`config.mk`:
```
export PLATFORM = sky130hd
export DESIGN_NAME = clock_reset_gen
export DESIGN_NICKNAME = d
export VERILOG_FILES = /design/src/rtl/clockworks_pkg.sv /design/src/rtl/reset_sync.sv /design/src/rtl/clock_reset_gen.sv
export SDC_FILE = /design/constraint.sdc
export NUM_CORES = 1
export LEC_CHECK = 0
export ABC_AREA = 1
export CAP_MARGIN = 20
export CORE_MARGIN = 2
export CORE_UTILIZATION = 63
export DETAILED_ROUTE_END_ITERATION = 16
export GPL_ROUTABILITY_DRIVEN = 0
export PLACE_DENSITY = 0.88
export SYNTH_ARGS = -nofsm -noshare
export SYNTH_HDL_FRONTEND = slang
export SYNTH_HIERARCHICAL = 1
export SYNTH_SLANG_ARGS = --single-unit
```
`constraint.sdc`:
```
create_clock -name CLK -period 4.3 [get_ports CLK]
set_input_delay 1.29 -clock CLK [delete_from_list [all_inputs] [get_ports CLK]]
set_output_delay 1.29 -clock CLK [all_outputs]
set_load 0.03 [all_outputs]
```
`src/rtl/clockworks_pkg.sv`:
```
// Shared constants and helpers for the clock/reset generator.
// Holds the fast-sim stretch and divisor-shift values used under CLKGEN_FAST_SIM_EN.
package clockworks_pkg;

  localparam int FAST_SIM_STRETCH   = 4;
  localparam int FAST_SIM_DIV_SHIFT = 4;

  function automatic int stretch_cnt_w(input int rst_cycles);
    return $clog2(rst_cycles + 1);
  endfunction

endpackage

```
`src/rtl/reset_sync.sv`:
```
// Async-assert / sync-release reset synchronizer followed by a stretch counter.
// resetn rises STRETCH cycles after the second sync flop sees RESETN released.
module reset_sync #(
  parameter int STRETCH = 16
) (
  input  logic CLK,
  input  logic RESETN,
  output logic resetn
);
  import clockworks_pkg::*;

  localparam int CW = stretch_cnt_w(STRETCH);

  logic [1:0]    sync_q;
  logic [CW-1:0] stretch_cnt;
  logic          rst_q;

  // Any RESETN assertion clears the count, so a mid-stretch glitch restarts it from zero
  always_ff @(posedge CLK or negedge RESETN) begin
    if (!RESETN) begin
      sync_q      <= '0;
      stretch_cnt <= '0;
      rst_q       <= 1'b0;
    end else begin
      sync_q <= {sync_q[0], 1'b1};
      if (sync_q[1] && !rst_q) begin
        if (stretch_cnt == CW'(STRETCH - 1))
          rst_q <= 1'b1;
        else
          stretch_cnt <= stretch_cnt + 1'b1;
      end
    end
  end

  assign resetn = rst_q;

endmodule

```
`src/rtl/clock_reset_gen.sv`:
```
// Clock-enable / divided-clock generator with a stretched, synchronously released reset.
// Define CLKGEN_FAST_SIM_EN to shorten the reset stretch and scale down the reset divisor.
module clock_reset_gen #(
  parameter int          DIV_W      = 16,
  parameter int unsigned DIV_INIT   = 0,
  parameter int          RST_CYCLES = 16
) (
  input  logic             CLK,
  input  logic             RESETN,
  input  logic [DIV_W-1:0] div_in,
  input  logic             div_valid,
  output logic             div_ready,
  output logic             clk_en,
  output logic             clk_div,
  output logic             resetn
);
  import clockworks_pkg::*;

`ifdef CLKGEN_FAST_SIM_EN
  localparam int               STRETCH   = FAST_SIM_STRETCH;
  localparam logic [DIV_W-1:0] RESET_DIV = DIV_W'(DIV_INIT >> FAST_SIM_DIV_SHIFT);
`else
  localparam int               STRETCH   = RST_CYCLES;
  localparam logic [DIV_W-1:0] RESET_DIV = DIV_W'(DIV_INIT);
`endif

  logic             rst_int;
  logic [DIV_W-1:0] count;
  logic [DIV_W-1:0] cur_div;
  logic [DIV_W-1:0] pend_div;
  logic             pend_valid;
  logic             terminal;
  logic             accept;

  reset_sync #(
    .STRETCH (STRETCH)
  ) u_reset_sync (
    .CLK    (CLK),
    .RESETN (RESETN),
    .resetn (rst_int)
  );

  assign resetn   = rst_int;
  assign terminal = rst_int && (count == cur_div);
  assign accept   = div_valid && div_ready;
  assign clk_en   = terminal;

  // Divisor swaps only at a terminal count, when count restarts at zero, so no short period
  always_ff @(posedge CLK or negedge RESETN) begin
    if (!RESETN) begin
      count      <= '0;
      cur_div    <= RESET_DIV;
      pend_div   <= '0;
      pend_valid <= 1'b0;
      div_ready  <= 1'b0;
      clk_div    <= 1'b0;
    end else if (!rst_int) begin
      count      <= '0;
      cur_div    <= RESET_DIV;
      pend_div   <= '0;
      pend_valid <= 1'b0;
      div_ready  <= 1'b0;
      clk_div    <= 1'b0;
    end else begin
      if (terminal) begin
        count   <= '0;
        clk_div <= ~clk_div;
      end else begin
        count <= count + 1'b1;
      end

      if (accept) begin
        pend_div   <= div_in;
        pend_valid <= 1'b1;
        div_ready  <= 1'b0;
      end else if (pend_valid && terminal) begin
        cur_div    <= pend_div;
        pend_valid <= 1'b0;
      end else if (!pend_valid && !div_ready) begin
        div_ready <= 1'b1;
      end
    end
  end

endmodule

```
; Yosys cells after proc, flatten, opt, wreduce, memory -nomap -nowiden
; Cells that the tools add are included.
[word_totals]
memories = 0
rom_bits = 0
ramBits = 0
register_bits = 59
elab_cells = 50
latchBits = 0
[classes]
muxes = 16
magnitude_cmp = 0
n_mul = 0
bitwise = 2
div = 0
shift = 0
eq_ne = 9
n_reduce_logical = 12
n_addsub = 2
[ops]
columns = operator, count
row1 = $mux 16, 7
row2 = $add 16x1->16 const B, 1
row3 = $eq 16x16->1, 1
row4 = $mux 1, 9
row5 = $ne 3x3->1 const B, 3
row6 = $ne 2x2->1 const B, 4
row7 = $reduce_and 2->1, 4
row8 = $add 5x1->5 const B, 1
row9 = $eq 5x4->1 const B, 1
row10 = $logic_and 1x1->1, 5
row11 = $logic_not 1->1, 3
row12 = $not 1->1, 2

; Longest topological paths before layout
; Gate-level depths: netlist of run 1.
[logic_depth]
depth_word = 6
depth_mapped = 10
ltp_nobuf = 10

; By module
; Netlist of run 1, hierarchy kept.
[modules_own_cells]
columns = mod, area_each_um2, n_inst, cells_per_inst
row1 = clock_reset_gen, 2726.4, 1, 363
row2 = reset_sync, 359.1, 1, 38

; Worst setup path before layout of run 1
; Ideal clock, no wire load.
[synth_path]
kind = flip-flop to output port
from = reg u_reset_sync.rst_q, in the netlist u_reset_sync/resetn
to = out clk_en
t_arrival_ns = 1.563
n_path_buf = 2
slack_ns = 1.447
t_required_ns = 3.010
stages_incl_launch_ff = 5
path_cell_list = dfrtp_1 -> clkbuf_1 -> clkbuf_1 -> inv_1 -> nor2_1
[synth_via]
elab_chain_cells = 1
[synth_lines]
columns = item, line
row1 = from (decl), reset_sync.sv:16  ; logic rst_q;
row2 = from (signal assigned), reset_sync.sv:23  ; rst_q <= 1'b0;
row3 = from (signal assigned), reset_sync.sv:28  ; rst_q <= 1'b1;
row4 = $logic_and 1x1->1, clock_reset_gen.sv:44  ; assign terminal = rst_int && (count == cur_div);
row5 = to (decl), clock_reset_gen.sv:13  ; output logic clk_en,
; No other way between the ends.

; Final worst setup path of run 1
[layout_path]
from = reg count[2]
to = out clk_en
[layout_via]
elab_chain_cells = 2
[layout_lines]
columns = item, line
row1 = from (decl), clock_reset_gen.sv:28  ; logic [DIV_W-1:0] count;
row2 = from (signal assigned), clock_reset_gen.sv:69  ; count <= count + 1'b1;
row3 = $eq 16x16->1, clock_reset_gen.sv:44
row4 = $logic_and 1x1->1, clock_reset_gen.sv:44
; No other way between the ends.

==> results of run 1 <==
## cell usage after synthesis, drive strengths merged (2+ instances only)
cell type	count
buf	5
o21ai	5
dfrtp	59
nand3	47
clkinv	2
inv	63
clkbuf	7
nand4	16
nand2	120
nor2	45
ha	3
a31o	8
nor3	8
xor2	8
## state kept, by name, summed over array words and instances, names as in the netlist
| name | flops |
|---|---|
| cur_div | 16 |
| u_reset_sync/sync_q | 2 |
| u_reset_sync/stretch_cnt | 5 |
| div_ready | 1 |
| pend_div | 16 |
| count | 16 |
| u_reset_sync/resetn | 1 |
| clk_div | 1 |
| pend_valid | 1 |
## power by group through the flow
| stage | Clock, mW | Sequential [mW] | Combinational, mW |
|---|---|---|---|
| 3_3_place_gp | 0 | 0.678 | 0.407 |
| 4_1_cts | 0.485 | 0.673 | 0.423 |
| 6_report | 0.483 | 0.674 | 0.419 |
| 3_5_place_dp | 0 | 0.683 | 0.418 |
| 2_1_floorplan | 0 | 0.694 | 0.290 |
| 5_1_grt | 0.514 | 0.681 | 0.465 |
## cell type report
class                           count  area (um^2)  area share [%]
Sequential cell                    59         1480            41.9
Timing Repair Buffer               24          230            6.53
Clock buffer                       15          186            5.29
Clock inverter                      1         5.00           0.142
Inverter                           65          245            6.96
Tap cell                           67         83.8            2.38
Multi-Input combinational cell    265         1300            36.8
## final timing paths
check	slack, ns	endpoint	cells past startpoint	start
setup / recovery	0.31	clk_en	9	count[2]$_DFF_PN0_
hold / removal	0.36	u_reset_sync/sync_q[1]$_DFF_PN0_	0	u_reset_sync/sync_q[0]$_DFF_PN0_
setup reg to reg	2.25	cur_div[14]$_DFFE_PN0P_	10	count[2]$_DFF_PN0_
hold reg to reg	0.36	u_reset_sync/sync_q[1]$_DFF_PN0_	0	u_reset_sync/sync_q[0]$_DFF_PN0_
max in group asynchronous	2.45	u_reset_sync/resetn$_DFFE_PN0P_	2	RESETN
min in group asynchronous	0.96	count[4]$_DFF_PN0_	1	RESETN
## metrics by stage
step / hold WS (ns) / total power [mW] / instance area (um^2) / std cells
3_5_place_dp: 0.344 / 1.10 / 3330 / 480
3_3_place_gp: 0.333 / 1.09 / 3330 / 480
5_1_grt: 0.373 / 1.66 / 3530 / 496
4_1_cts: 0.362 / 1.58 / 3530 / 496
6_report: 0.358 / 1.58 / 3530 / 496
2_1_floorplan: 0.331 / 0.984 / 3090 / 401
## per-layer routing
metal | vias up | part of all wire [%] | global-route usage [%]
met5 | - | 0 | 0
met4 | 0 | 2.8 | 12.7
met3 | 26 | 6.2 | 8.27
met2 | 111 | 46 | 40.1
met1 | 1243 | 45 | 36.0
li1 | 1302 | - | -
## kinds of logic (layout without fill, tap and decap cells)
group	count (synthesis)	after routing	synth area share, %
AO/OA/AOI/OAI	15	15	3.45
XOR/XNOR	9	9	2.55
adder cells (fa/ha/maj)	3	3	1.22
buffers and inverters	77	105	10.1
flip-flops	59	59	47.9
other	1	1	0.122
AND/OR/NAND/NOR	237	237	34.7
## worst reg2reg max path, delay by kind of cell (launching register included)
family | cells | cell delay (ns)
buffers and inverters | 1 | 0.08
and+or+nand+nor | 9 | 1.46
DFF | 1 | 0.43
==> results_dict.tcl, run 1 <==
set metrics [dict create \
    status "completed" \
    h-tree-depth 3 \
    diodes 0 \
    clockPowerShare_pct 30.6 \
    clk_latency_ns 0.34 \
    worstPathArrival_ns 2.70 \
    syn_area_um2 3090 \
    power_density_nw_per_um2 447 \
    ant_nets 0 \
    sw_frac_of_total_pct 34.5 \
    finalSetupViolations 0 \
    layout-drive-gt1-share_pct 10.0 \
    routedWlPerCell_um 13.2 \
    finalHoldViolCount 0 \
    syn-num-nets 423 \
    clockBufferDepth 2 \
    portBuffers 22 \
    synth_edf_count 0 \
    ys_seq_elements 59 \
    cpLargestDelayFamily "simple AND/OR/NAND/NOR gates" \
    viasPerCell 5.41 \
    grt_max_degree 63 \
    track_usage_pct 26.8 \
    start_util_pct 65.3 \
    intPower_mw 1.03 \
    drt_iter0_markers 272 \
    yosysTopAreaCellShare_pct 47.9 \
    grt_pass1_vias 2390 \
    preCtsSetupSlack_ns 0.729 \
    hpwl_mm 4.42 \
    fillers 338 \
    maxSlewViolCount 0 \
    rsz0062_at_grt "false" \
    cts.repair.resized 0 \
    cts-hold-fix-buffers 0 \
    cts_tree "yes" \
    cts_buffers 9 \
    synth_warnings 6 \
    worst_path_max_delay_cell "clkdlybuf4s50_1" \
    final_cell_mix "116 x nand2_1, 58 x dfrtp_1, 57 x inv_1" \
    setup_tns_ns 0 \
    final_core_util_pct 74.6 \
    path_max_fanout 11 \
    avgSynthCellArea_um2 7.69 \
    clk_transition_reported_paths_ns 0.06 \
    fin_crit_ns 3.99 \
    netlist.top_cell.by_area "dfrtp_1" \
    final_nets 446 \
    ys_seq_area_share_pct 47.9 \
    crit_type "reg2out" \
    core-area_um2 4720 \
    drv_cap 0 \
    cts_root_buf "clkbuf_8" \
    die_h_um 74.0 \
    ys.flop_type "dfrtp_1" \
    hold_class "reg2reg" \
    cts.sinks 59 \
    num_rows 25 \
    syn-instance-count 401 \
    post-route-drc-count 0 \
    antenna_found_initial 0 \
    p_seq_share_pct 42.7 \
    cp.required_ns 3.01 \
    tightest_slew_ns 0.635 \
    p_leak_nw 1.83 \
    fin_skew_ns 0.00932 \
    p_comb_share_pct 26.6 \
    die_area_um2 5470 \
    slowest_delay_ns 0.68 \
    slew_headroom_pct 57.7 \
    startpoint_type "flip-flop" \
    synth_area_leaders "dfrtp_1 48%, nand2_1 14%, nand3_1 7.3%" \
    worstPathCellList "inv_2, nand2_1, nand2_1, nor2_1, nand2_1, nor2_2, nand2_4, nor2_1, clkdlybuf4s50_1" \
    fmax_mhz 251 \
    first_pass_iters 5 \
    switchingPower_mw 0.543 \
    io_pins 23 \
    timing.final.crit_share_pct 92.7 \
    wirelength_mm 6.53 \
    vdd_drop_max_v 0.000458 \
    overflow 0 \
    setup_slack_ns 0.315 \
    die_w_um 74.0 \
    vias 2682 \
    crit_top_cell "nand2_1" \
    cts_setup_buffers 0 \
    synthToLayoutAreaGrowth_pct 14.3 \
    grt_pass1_wl_mm 10.9 \
    cp_num_buf_inv 2 \
    final_common_cell "nand2_1" \
    crit_path_end_kind "output pin" \
    synth_cell_type_count 30 \
    synthArstFlopShare_pct 100 \
]
(Power assumes the default switching activity.)
==> run 2, diff against run 1 <==
--- a/config.mk
+++ b/config.mk
@@ -8,10 +8,11 @@
 export ABC_AREA = 1
 export CAP_MARGIN = 20
 export CORE_MARGIN = 2
-export CORE_UTILIZATION = 63
+export CORE_UTILIZATION = 58
+export CTS_CLUSTER_SIZE = 14
 export DETAILED_ROUTE_END_ITERATION = 16
 export GPL_ROUTABILITY_DRIVEN = 0
-export PLACE_DENSITY = 0.88
+export PLACE_DENSITY = 0.82
 export SYNTH_ARGS = -nofsm -noshare
 export SYNTH_HDL_FRONTEND = slang
 export SYNTH_HIERARCHICAL = 1
==> constraint.sdc (replaced) <==
create_clock -name CLK -period 4.2 [get_ports CLK]
set_input_delay 1.26 -clock CLK [delete_from_list [all_inputs] [get_ports CLK]]
set_output_delay 1.26 -clock CLK [all_outputs]
set_load 0.03 [all_outputs]
==> run 2 against run 1 <==
  * Design area unchanged
  * Via count down 1.3%
  * Die area up 8.1%
  * Routed wire length down 5.5%
  * Sequential share of layout area unchanged
  * Critical path depth unchanged
  * Non-clock buffer count up 2
  * Combinational power about the same
  * Clock skew down 0.0027 ns
  * Count of clock-buffer cells in the layout down 1
  * Critical endpoint unchanged
  * Highest routed layer unchanged
==> results_dict.tcl, run 2 (synthesis results as in run 1) <==
set metrics [dict create \
    clockPowerShare_pct 29.2 \
    hpwl_mm 4.27 \
    clk_transition_reported_paths_ns 0.06 \
    power_density_nw_per_um2 446 \
    fin_crit_ns 3.88 \
    maxSlewViolCount 0 \
    antenna_found_initial 0 \
    reg2regPathDepth 10 \
    final_core_util_pct 69.0 \
    wirelength_mm 6.17 \
    setup_slack_ns 0.323 \
    layout-drive-gt1-share_pct 10.2 \
    fillers 420 \
    cts_tree "yes" \
    final_common_cell "nand2_1" \
    die_h_um 76.9 \
    track_usage_pct 23.3 \
    finalHoldViolCount 0 \
    cts_setup_buffers 0 \
    tightest_slew_ns 0.904 \
    overflow 0 \
    grt_pass1_vias 2468 \
    synthToLayoutAreaGrowth_pct 14.3 \
    die_w_um 76.9 \
    start_util_pct 60.4 \
    portBuffers 22 \
    cts_buffers 9 \
    crit_start "count[11]$_DFF_PN0_" \
    slew_headroom_pct 39.7 \
    clk_latency_ns 0.34 \
    rsz0062_at_grt "false" \
    multi_input_area_um2 1300 \
    diodes 0 \
    h-tree-depth 3 \
    first_pass_iters 5 \
    hold_class "reg2reg" \
    ant_nets 0 \
    grt_max_degree 63 \
    setup_tns_ns 0 \
    r2r-start "count[11]$_DFF_PN0_" \
    switchingPower_mw 0.545 \
    clockBufferDepth 2 \
    finalSetupViolations 0 \
    intPower_mw 1.03 \
    top_regs "count (16), cur_div (16), pend_div (16)" \
    drt_iter0_markers 248 \
    vias 2647 \
    cp.required_ns 2.94 \
    routedWlPerCell_um 12.3 \
    grt_pass1_wl_mm 10.9 \
    cts_root_buf "clkbuf_8" \
    regToRegSetupSlack_ns 2.23 \
    sw_frac_of_total_pct 34.7 \
    worstHoldEndpoint "u_reset_sync/sync_q[1]$_DFF_PN0_" \
    startpoint_type "flip-flop" \
    holdPathStages 0 \
    dp_cells 485 \
    drv_cap 0 \
    preCtsSetupSlack_ns 0.705 \
    timing.final.crit_share_pct 92.3 \
    die_area_um2 5920 \
    p_seq_share_pct 43.9 \
    post-route-drc-count 0 \
    regArea_um2 1480 \
    core-area_um2 5110 \
    crit_type "reg2out" \
    viasPerCell 5.28 \
    cts.sinks 59 \
    io_pins 23 \
    cts.repair.resized 0 \
    fmax_mhz 258 \
    fin_skew_ns 0.00661 \
    crit_path_end_kind "output pin" \
    path_max_fanout 11 \
    hp-start "u_reset_sync/sync_q[0]$_DFF_PN0_" \
    num_rows 26 \
    final_cell_mix "116 x nand2_1, 58 x dfrtp_1, 57 x inv_1" \
    vdd_drop_max_v 0.000385 \
    worstPathArrival_ns 2.62 \
    status "completed" \
    final_nets 448 \
    r2r-end "cur_div[12]$_DFFE_PN0P_" \
    cts-hold-fix-buffers 0 \
    p_comb_share_pct 26.9 \
    p_leak_nw 1.83 \
    stdcell_count 501 \
]
run 2: changes by cell type in the layout (fill, tap and decap cells not counted):
cell,previous run,this run
buf_4,2,4
clkinv_2,2,3
clkbuf_8,13,11
clkbuf_1,2,3
run 2: worst max path at each step:
stage | end | slack, ns | cells after the start
2_1_floorplan | clk_en | 1.38 | 4
6_report | clk_en | 0.32 | 9
4_1_cts | clk_en | 0.33 | 9
3_3_place_gp | clk_en | 0.74 | 9
5_1_grt | clk_en | 0.12 | 9
3_5_place_dp | clk_en | 0.71 | 9
run 2: critical path, cell delays in order, from the launching register on:
cell and delay [ns]:
dfrtp_1 0.42, inv_1 0.08, nand2_1 0.06, nand2_1 0.05, nor2_1 0.09, nand2_1 0.08
nor2_2 0.44, nand2_4 0.22, nor2_1 0.15, clkdlybuf4s50_1 0.68
run 2: metrics by stage:
step	power (mW)	hold WS (ns)	cell area, um^2
after floorplan	1.01	0.331	3090
after global placement	1.11	0.334	3350
after detailed placement	1.12	0.340	3350
after CTS	1.58	0.354	3530
after global routing	1.66	0.357	3530
final	1.57	0.350	3530
run 2: power by group through the flow:
| stage | clock network, mW | logic (mW) | registers, mW |
|---|---|---|---|
| 6_report | 0.459 | 0.422 | 0.690 |
| 2_1_floorplan | 0 | 0.297 | 0.711 |
| 4_1_cts | 0.464 | 0.427 | 0.689 |
| 3_3_place_gp | 0 | 0.416 | 0.694 |
| 5_1_grt | 0.489 | 0.478 | 0.698 |
| 3_5_place_dp | 0 | 0.424 | 0.699 |
run 2: cell type report:
| type | count | area share [%] |
|---|---|---|
| Clock buffer | 14 | 4.61 |
| Clock inverter | 2 | 0.284 |
| Inverter | 65 | 6.96 |
| Multi-Input combinational cell | 265 | 36.8 |
| Sequential cell | 59 | 41.9 |
| Tap cell | 70 | 2.48 |
| Timing Repair Buffer | 26 | 6.96 |
run 2: metal layers:
metal | share of wire [%] | GRT usage [%]
met4 | 2.8 | 10.5
met5 | 0 | 0
met2 | 45 | 35.0
met3 | 5.0 | 5.76
met1 | 47 | 32.1
